===== config.mk =====
export PLATFORM = sky130hd
export DESIGN_NAME = multdiv_sequencer
export DESIGN_NICKNAME = d
export VERILOG_FILES = /design/src/rtl/multdiv_sequencer.sv
export SDC_FILE = /design/constraint.sdc
export NUM_CORES = 1
export LEC_CHECK = 0
export ABC_AREA = 1
export BUFFER_PORTS_ARGS = -buffer_cell sky130_fd_sc_hd__buf_2
export CAP_MARGIN = 20
export CELL_PAD_IN_SITES_DETAIL_PLACEMENT = 0
export CELL_PAD_IN_SITES_GLOBAL_PLACEMENT = 1
export CORE_MARGIN = 3
export CORE_UTILIZATION = 37
export CTS_CLUSTER_SIZE = 8
export DETAILED_ROUTE_END_ITERATION = 8
export PLACE_DENSITY = 0.86
export SLEW_MARGIN = 5
export SYNTH_ARGS = -nofsm -noshare
export SYNTH_HDL_FRONTEND = slang
export SYNTH_SLANG_ARGS = --single-unit

===== constraint.sdc =====
create_clock -name clock -period 9.1 [get_ports clock]
set_input_delay 1.365 -clock clock [delete_from_list [all_inputs] [get_ports clock]]
set_output_delay 1.365 -clock clock [all_outputs]
set_load 0.02 [all_outputs]

===== src/rtl/multdiv_sequencer.sv =====
// multdiv_sequencer: issues one MUL/DIV to the multi-cycle unit, stalls the
// front of the pipe while it runs, and returns a single writeback packet.
// Ports:
//   clock, reset                  rising-edge clock, async active-high reset
//   is_mult, is_div, flush        X-stage op decode and branch squash
//   operand_a, operand_b, rd_in   X-stage operands and destination register
//   data_resultRDY/exception/result  handshake coming back from the unit
//   ctrl_MULT, ctrl_DIV           one-cycle start pulses to the unit
//   md_a, md_b                    latched operands to the unit
//   stall                         freezes PC, F/D and D/X
//   result_valid, result, result_rd, exception  writeback packet
module multdiv_sequencer #(
    parameter int          MAX_CYCLES = 40,
    parameter logic [31:0] EXC_MULT   = 32'd4,
    parameter logic [31:0] EXC_DIV    = 32'd5
) (
    input  logic        clock,
    input  logic        reset,
    input  logic        is_mult,
    input  logic        is_div,
    input  logic        flush,
    input  logic [31:0] operand_a,
    input  logic [31:0] operand_b,
    input  logic [4:0]  rd_in,
    input  logic        data_resultRDY,
    input  logic        data_exception,
    input  logic [31:0] data_result,
    output logic        ctrl_MULT,
    output logic        ctrl_DIV,
    output logic [31:0] md_a,
    output logic [31:0] md_b,
    output logic        stall,
    output logic        result_valid,
    output logic [31:0] result,
    output logic [4:0]  result_rd,
    output logic        exception
);

    localparam int CW = $clog2(MAX_CYCLES + 1);

    typedef enum logic [1:0] {IDLE, START, BUSY, DONE} state_t;

    state_t        state;
    state_t        state_nxt;
    logic          op_mult;
    logic [4:0]    rd_q;
    logic [CW-1:0] count;
    logic          accept;
    logic          timeout;
    logic          capture;
    logic          exc_pkt;

    assign accept  = (state == IDLE) & (is_mult | is_div) & ~flush;
    assign timeout = (count == CW'(MAX_CYCLES - 1));
    // A flush in BUSY wins over a same-cycle result: the op is squashed.
    assign capture = (state == BUSY) & ~flush & (data_resultRDY | timeout);
    // No resultRDY at capture time means the cycle budget ran out.
    assign exc_pkt = ~data_resultRDY | data_exception;

    always_ff @(posedge clock or posedge reset) begin
        if (reset) state <= IDLE;
        else       state <= state_nxt;
    end

    always_comb begin
        state_nxt    = state;
        stall        = 1'b0;
        ctrl_MULT    = 1'b0;
        ctrl_DIV     = 1'b0;
        result_valid = 1'b0;
        unique case (state)
            IDLE: begin
                stall = accept;
                if (accept) state_nxt = START;
            end
            START: begin
                ctrl_MULT = op_mult;
                ctrl_DIV  = ~op_mult;
                // Stall releases in the flush cycle so the branch target
                // can be fetched without a bubble.
                stall     = ~flush;
                state_nxt = flush ? IDLE : BUSY;
            end
            BUSY: begin
                stall = ~flush;
                if (flush)        state_nxt = IDLE;
                else if (capture) state_nxt = DONE;
            end
            DONE: begin
                result_valid = 1'b1;
                state_nxt    = IDLE;
            end
            default: state_nxt = IDLE;
        endcase
    end

    always_ff @(posedge clock or posedge reset) begin
        if (reset) begin
            md_a      <= '0;
            md_b      <= '0;
            rd_q      <= '0;
            op_mult   <= 1'b0;
            count     <= '0;
            result    <= '0;
            result_rd <= '0;
            exception <= 1'b0;
        end else begin
            if (accept) begin
                md_a    <= operand_a;
                md_b    <= operand_b;
                rd_q    <= rd_in;
                op_mult <= is_mult;
            end
            if (state == START) count <= '0;
            else if (state == BUSY) count <= count + 1'b1;
            if (capture) begin
                exception <= exc_pkt;
                if (exc_pkt) begin
                    result    <= op_mult ? EXC_MULT : EXC_DIV;
                    result_rd <= 5'd30;
                end else begin
                    result    <= data_result;
                    result_rd <= rd_q;
                end
            end
        end
    end

endmodule


==> Yosys cells after proc, flatten, opt, wreduce, memory -nomap -nowiden <==
Cells that the tools add are included.
{ "totals": {"inputBits": 108, "output_inout_bits": 106, "word_cells": 44, "regBits": 116} }
{ "classes": {"reduce_logical": 4, "eq_ne": 6, "addsub": 1, "muxes": 14, "n_bitwise": 10} }
{ "ops": {"columns": ["operator", "n"], "rows": [
  ["$mux W32", 1],
  ["$mux W6", 2],
  ["$mux W2", 4],
  ["$pmux W2 S4", 1],
  ["$add A6 B1 Y6 const B", 1],
  ["$eq A6 B6 Y1 const B", 1],
  ["$mux W5", 1],
  ["$and A1 B1 Y1", 4],
  ["$eq A2 B2 Y1 const B", 2],
  ["$mux W1", 4],
  ["$ne A3 B3 Y1 const B", 1],
  ["$not A1 Y1", 3],
  ["$or A1 B1 Y1", 3],
  ["$eq A2 B1 Y1 const B", 1],
  ["$logic_not A2 Y1", 1],
  ["$ne A2 B2 Y1 const B", 1],
  ["$pmux W1 S2", 1],
  ["$reduce_and A2 Y1", 1],
  ["$reduce_bool A2 Y1", 1],
  ["$reduce_or A2 Y1", 1]
]} }

==> Logic depth before layout (Yosys ltp) <==
{ "depth": {"depth_word": 6, "mapped_depth": 9} }

==> Worst setup path before layout <==
OpenSTA, ideal clock, no wires.
{ "synth_timing": {"path_kind": "in2out", "start": "input is_mult", "end": "output stall", "required_time_ps": 7735, "stages": 5, "n_path_buf": 1, "setup_slack_ps": 5620, "t_arrival_ps": 2115, "cell_sequence": "inv_1 nand2_1 nand3_4 clkbuf_1 a21oi_1"} }
{ "synth_between": {"elab_chain_len": 4} }
{ "synth_rtl": {"columns": ["item", "line", "text"], "rows": [
  ["start, declared", "19", "input logic is_mult,"],
  ["$or A1 B1 Y1", "53", "assign accept = (state == IDLE) & (is_mult | is_div) & ~flush;"],
  ["$and A1 B1 Y1 (2 in series)", "53", null],
  ["$pmux W1 S2", "71", "unique case (state)"],
  ["end, declared", "32", "output logic stall,"]
]} }
Every way passes these cells.

==> Worst setup path in the final report <==
Ends and elaborated chain as after synthesis.

==> reports/metrics.cfg <==
[grt]
globalRouteTotalUtil=0.163
maximum_number_of_pins_on_one_net_before_global_route_repair=116
first_global_vias=4040
grt_pass1_wl_um=18800
grt_antenna_before_repair=0
grt_overflow_total=0

[clocking]
clock-sinks=116
cts.path.max_buffers=2
clock_latency_ps=400
htree_levels=4
tritoncts=done
cts-buffers-inserted=17
hold_fix_buffer_count_after_cts=0
post_cts_resize_count=0
worst_setup_hold_path_clk_slew_ps=50
clock-root-buffer=sky130_fd_sc_hd__clkbuf_16
postCtsSetupRepairBufs=0

[setup_path]
critical_path.max_stage_delay_ps=250
worst-path-max-fanout=28
critPathLaunch=is_mult
critPathArrivalTime_ps=2200
slowest_stage=sky130_fd_sc_hd__nand3_4
crit_type=input pin to primary output
crit_path_end_kind=primary output
critical_path.startpoint_type=input pin
critical_path.reg2reg.startpoint=state[0]
cell_repeated_most_along_the_worst_path=sky130_fd_sc_hd__buf_2
worstPathRequired_ps=7740
critical_path.cell_chain=buf_2 > inv_1 > nand2_1 > nand3_4 > a21oi_1 > buf_2

[min_path]
hold_removal_path_class=flop to flop
hold_start=result[23]

[timing]
fin_worst_hold_slack_ps=462
finalCriticalPeriod_ps=3570
worstMarginPinSlew_ps=921
slew_headroom=0.386
clock-skew-final_ps=7.93
drv_slew=0
total_negative_slack_for_setup_checks_ps=0
rsz_0062_raised_after_global_routing=no
setup_viol=0
timing.final.hold_violations=0
fmax_mhz=280
period_share=0.392

[pwr]
switchingPower_uw=899
share_seq_of_total_power=0.373
netSwitchingFraction=0.389
ir_drop_mv=0.194
power-per-cell-area_nw_per_um2=354
clockPowerShare=0.259
internal-power_uw=1410
combinationalPowerShare=0.367
total_leakage_power_uw=0.00384

[placement]
hpwlAfterDp_um=8350
placed_cell_area_sq_um=5980
portBuffers=213
place.gp.congestion=0.824
dpl.cell_count=900

[finish]
area_delta_synth_final_pct=34.7
nets=861
postLayoutCoreUtil=0.512
fill_cells=1269
final_cell_count_no_fill=929
final-seq-area_sq_um=2900
antenna_cells_inserted=0
drive_above_1_share=0.341
final_area_sq_um=6510
multi_input_comb_area_sq_um=1440

[yosys]
synth_area_sq_um=4840
synthDominantAreaCellType=sky130_fd_sc_hd__dfrtp_1
postSynthAreaPerCell_sq_um=9.01
yosysUniqueCellTypes=25
post_syn_nets=651
synth-seq-cells=116
yosys.area.top_type_share=0.600
seq_area_frac_synth=0.600
post_synth_inst_count=537
synth_area_leaders=sky130_fd_sc_hd__dfrtp_1 60%, sky130_fd_sc_hd__nand2_1 12%, sky130_fd_sc_hd__o21ai_0 7.4%, sky130_fd_sc_hd__inv_1 6.7%, sky130_fd_sc_hd__nand3_1 3.7%
synth.yosys.warnings=0

[die]
fp-row-count=41
io-pin-count=214
chipWidth_um=120
fp.coreArea_sq_um=12700
die_extent_in_y_um=120
die_area_sq_um=14500
floorplan.initialDensity=0.380

[detailed_routing]
drt.antenna.violating_nets=0
routed_wire_length_per_instance_um=12.3
firstDrtPassIters=4
drt-total-wl_um=11400
dr.first_iter.drc_count=192
vias_per_cell=4.39
via_count=4079
post-route-drc-count=0

[outcome]
status=completed

[flow_run]
cap_viol_max_count=0

-- synthesized netlist by cell type --
cell                       instances
sky130_fd_sc_hd__nand2_1         156
sky130_fd_sc_hd__dfrtp_1         116
sky130_fd_sc_hd__inv_1            86
sky130_fd_sc_hd__o21ai_0          72
sky130_fd_sc_hd__nand3_1          36
sky130_fd_sc_hd__nor2_1           13
sky130_fd_sc_hd__buf_2             7
sky130_fd_sc_hd__buf_4             7
sky130_fd_sc_hd__o21ai_2           7
sky130_fd_sc_hd__clkbuf_1          6
sky130_fd_sc_hd__ha_1              6
sky130_fd_sc_hd__a21oi_1           5
sky130_fd_sc_hd__buf_6             5
sky130_fd_sc_hd__nand2_2           2
sky130_fd_sc_hd__nor2_2            2
sky130_fd_sc_hd__nor3_1            2
sky130_fd_sc_hd__clkbuf_2          1
sky130_fd_sc_hd__inv_2             1
sky130_fd_sc_hd__nand2_4           1
sky130_fd_sc_hd__nand3_2           1
sky130_fd_sc_hd__nand3_4           1
sky130_fd_sc_hd__nand4_1           1
sky130_fd_sc_hd__nor3b_1           1
sky130_fd_sc_hd__o21ai_1           1
sky130_fd_sc_hd__o21bai_1          1
-- kinds of logic after synthesis --
logic type	after synthesis	synth area share
and+or+nand+nor	216	0.186
DFF	116	0.600
buffers and inverters	113	0.103
AOI/OAI and AO/OA	86	0.0949
adders and majority gates	6	0.0155
-- sequential cells by signal, summed over array words and instances, names as in the netlist --
signal,flops
md_a,32
md_b,32
result,32
count,6
rd_q,5
result_rd,5
state,2
exception,1
op_mult,1
-- worst max-delay path: cells and delay by family --
kind / cells / cell delay (ps)
buffers and inverters: 3 / 280
AO/OA/AOI/OAI: 1 / 200
AND/OR/NAND/NOR: 2 / 350
-- layout by cell type (no fill, tap or decap), drive strengths merged --
| master | count |
|---|---|
| clkinv | 3 |
| nand3 | 38 |
| nor3b | 1 |
| nor3 | 2 |
| o21ai | 80 |
| clkinvlp | 1 |
| inv | 87 |
| buf | 217 |
| o21bai | 1 |
| dfrtp | 116 |
| a21oi | 5 |
| nand4 | 1 |
| clkbuf | 24 |
| nor2 | 15 |
| bufinv | 1 |
| ha | 6 |
| nand2 | 159 |
-- area by class of cell --
| type | instances | share of cell area |
|---|---|---|
| Inverter | 87 | 0.0505 |
| Clock buffer | 24 | 0.0740 |
| Multi-Input combinational cell | 308 | 0.221 |
| Timing Repair Buffer | 217 | 0.168 |
| Tap cell | 172 | 0.0330 |
| Clock inverter | 5 | 0.00807 |
| Sequential cell | 116 | 0.446 |
-- power by group through the flow --
stage               Sequential (uW)  Combinational [uW]  Clock [uW]
floorplan                      1100                 321           0
global placement                860                 843           0
detailed placement              865                 863           0
CTS                             863                 863         618
global route                    889                 945         649
finish                          861                 848         599
-- metrics by stage --
step | total power (uW) | worst slack [ps]
global placement | 1700 | 5530
global route | 2480 | 5410
detailed placement | 1730 | 5530
finish | 2310 | 5530
floorplan | 1420 | 4660
CTS | 2340 | 5510
-- per-layer routing --
layer / part of all wire / up-vias / global-route usage
li1: - / 2073 / -
met1: 0.44 / 1826 / 0.205
met2: 0.46 / 165 / 0.251
met3: 0.087 / 15 / 0.0594
met4: 0.017 / 0 / 0.0722
met5: 0 / - / 0
-- path summary, 6_finish.rpt --
path                         endpoint  depth (start not counted)  slack, ps
max                             stall                          6       5530
min                        result[23]                          2        460
max reg2reg                  md_a[12]                          5       6880
min reg2reg                result[23]                          2        460
max in group asynchronous     rd_q[3]                          3       6800
min in group asynchronous    md_b[17]                          2       1090
No activity file was read; power rests on OpenSTA's default activity.
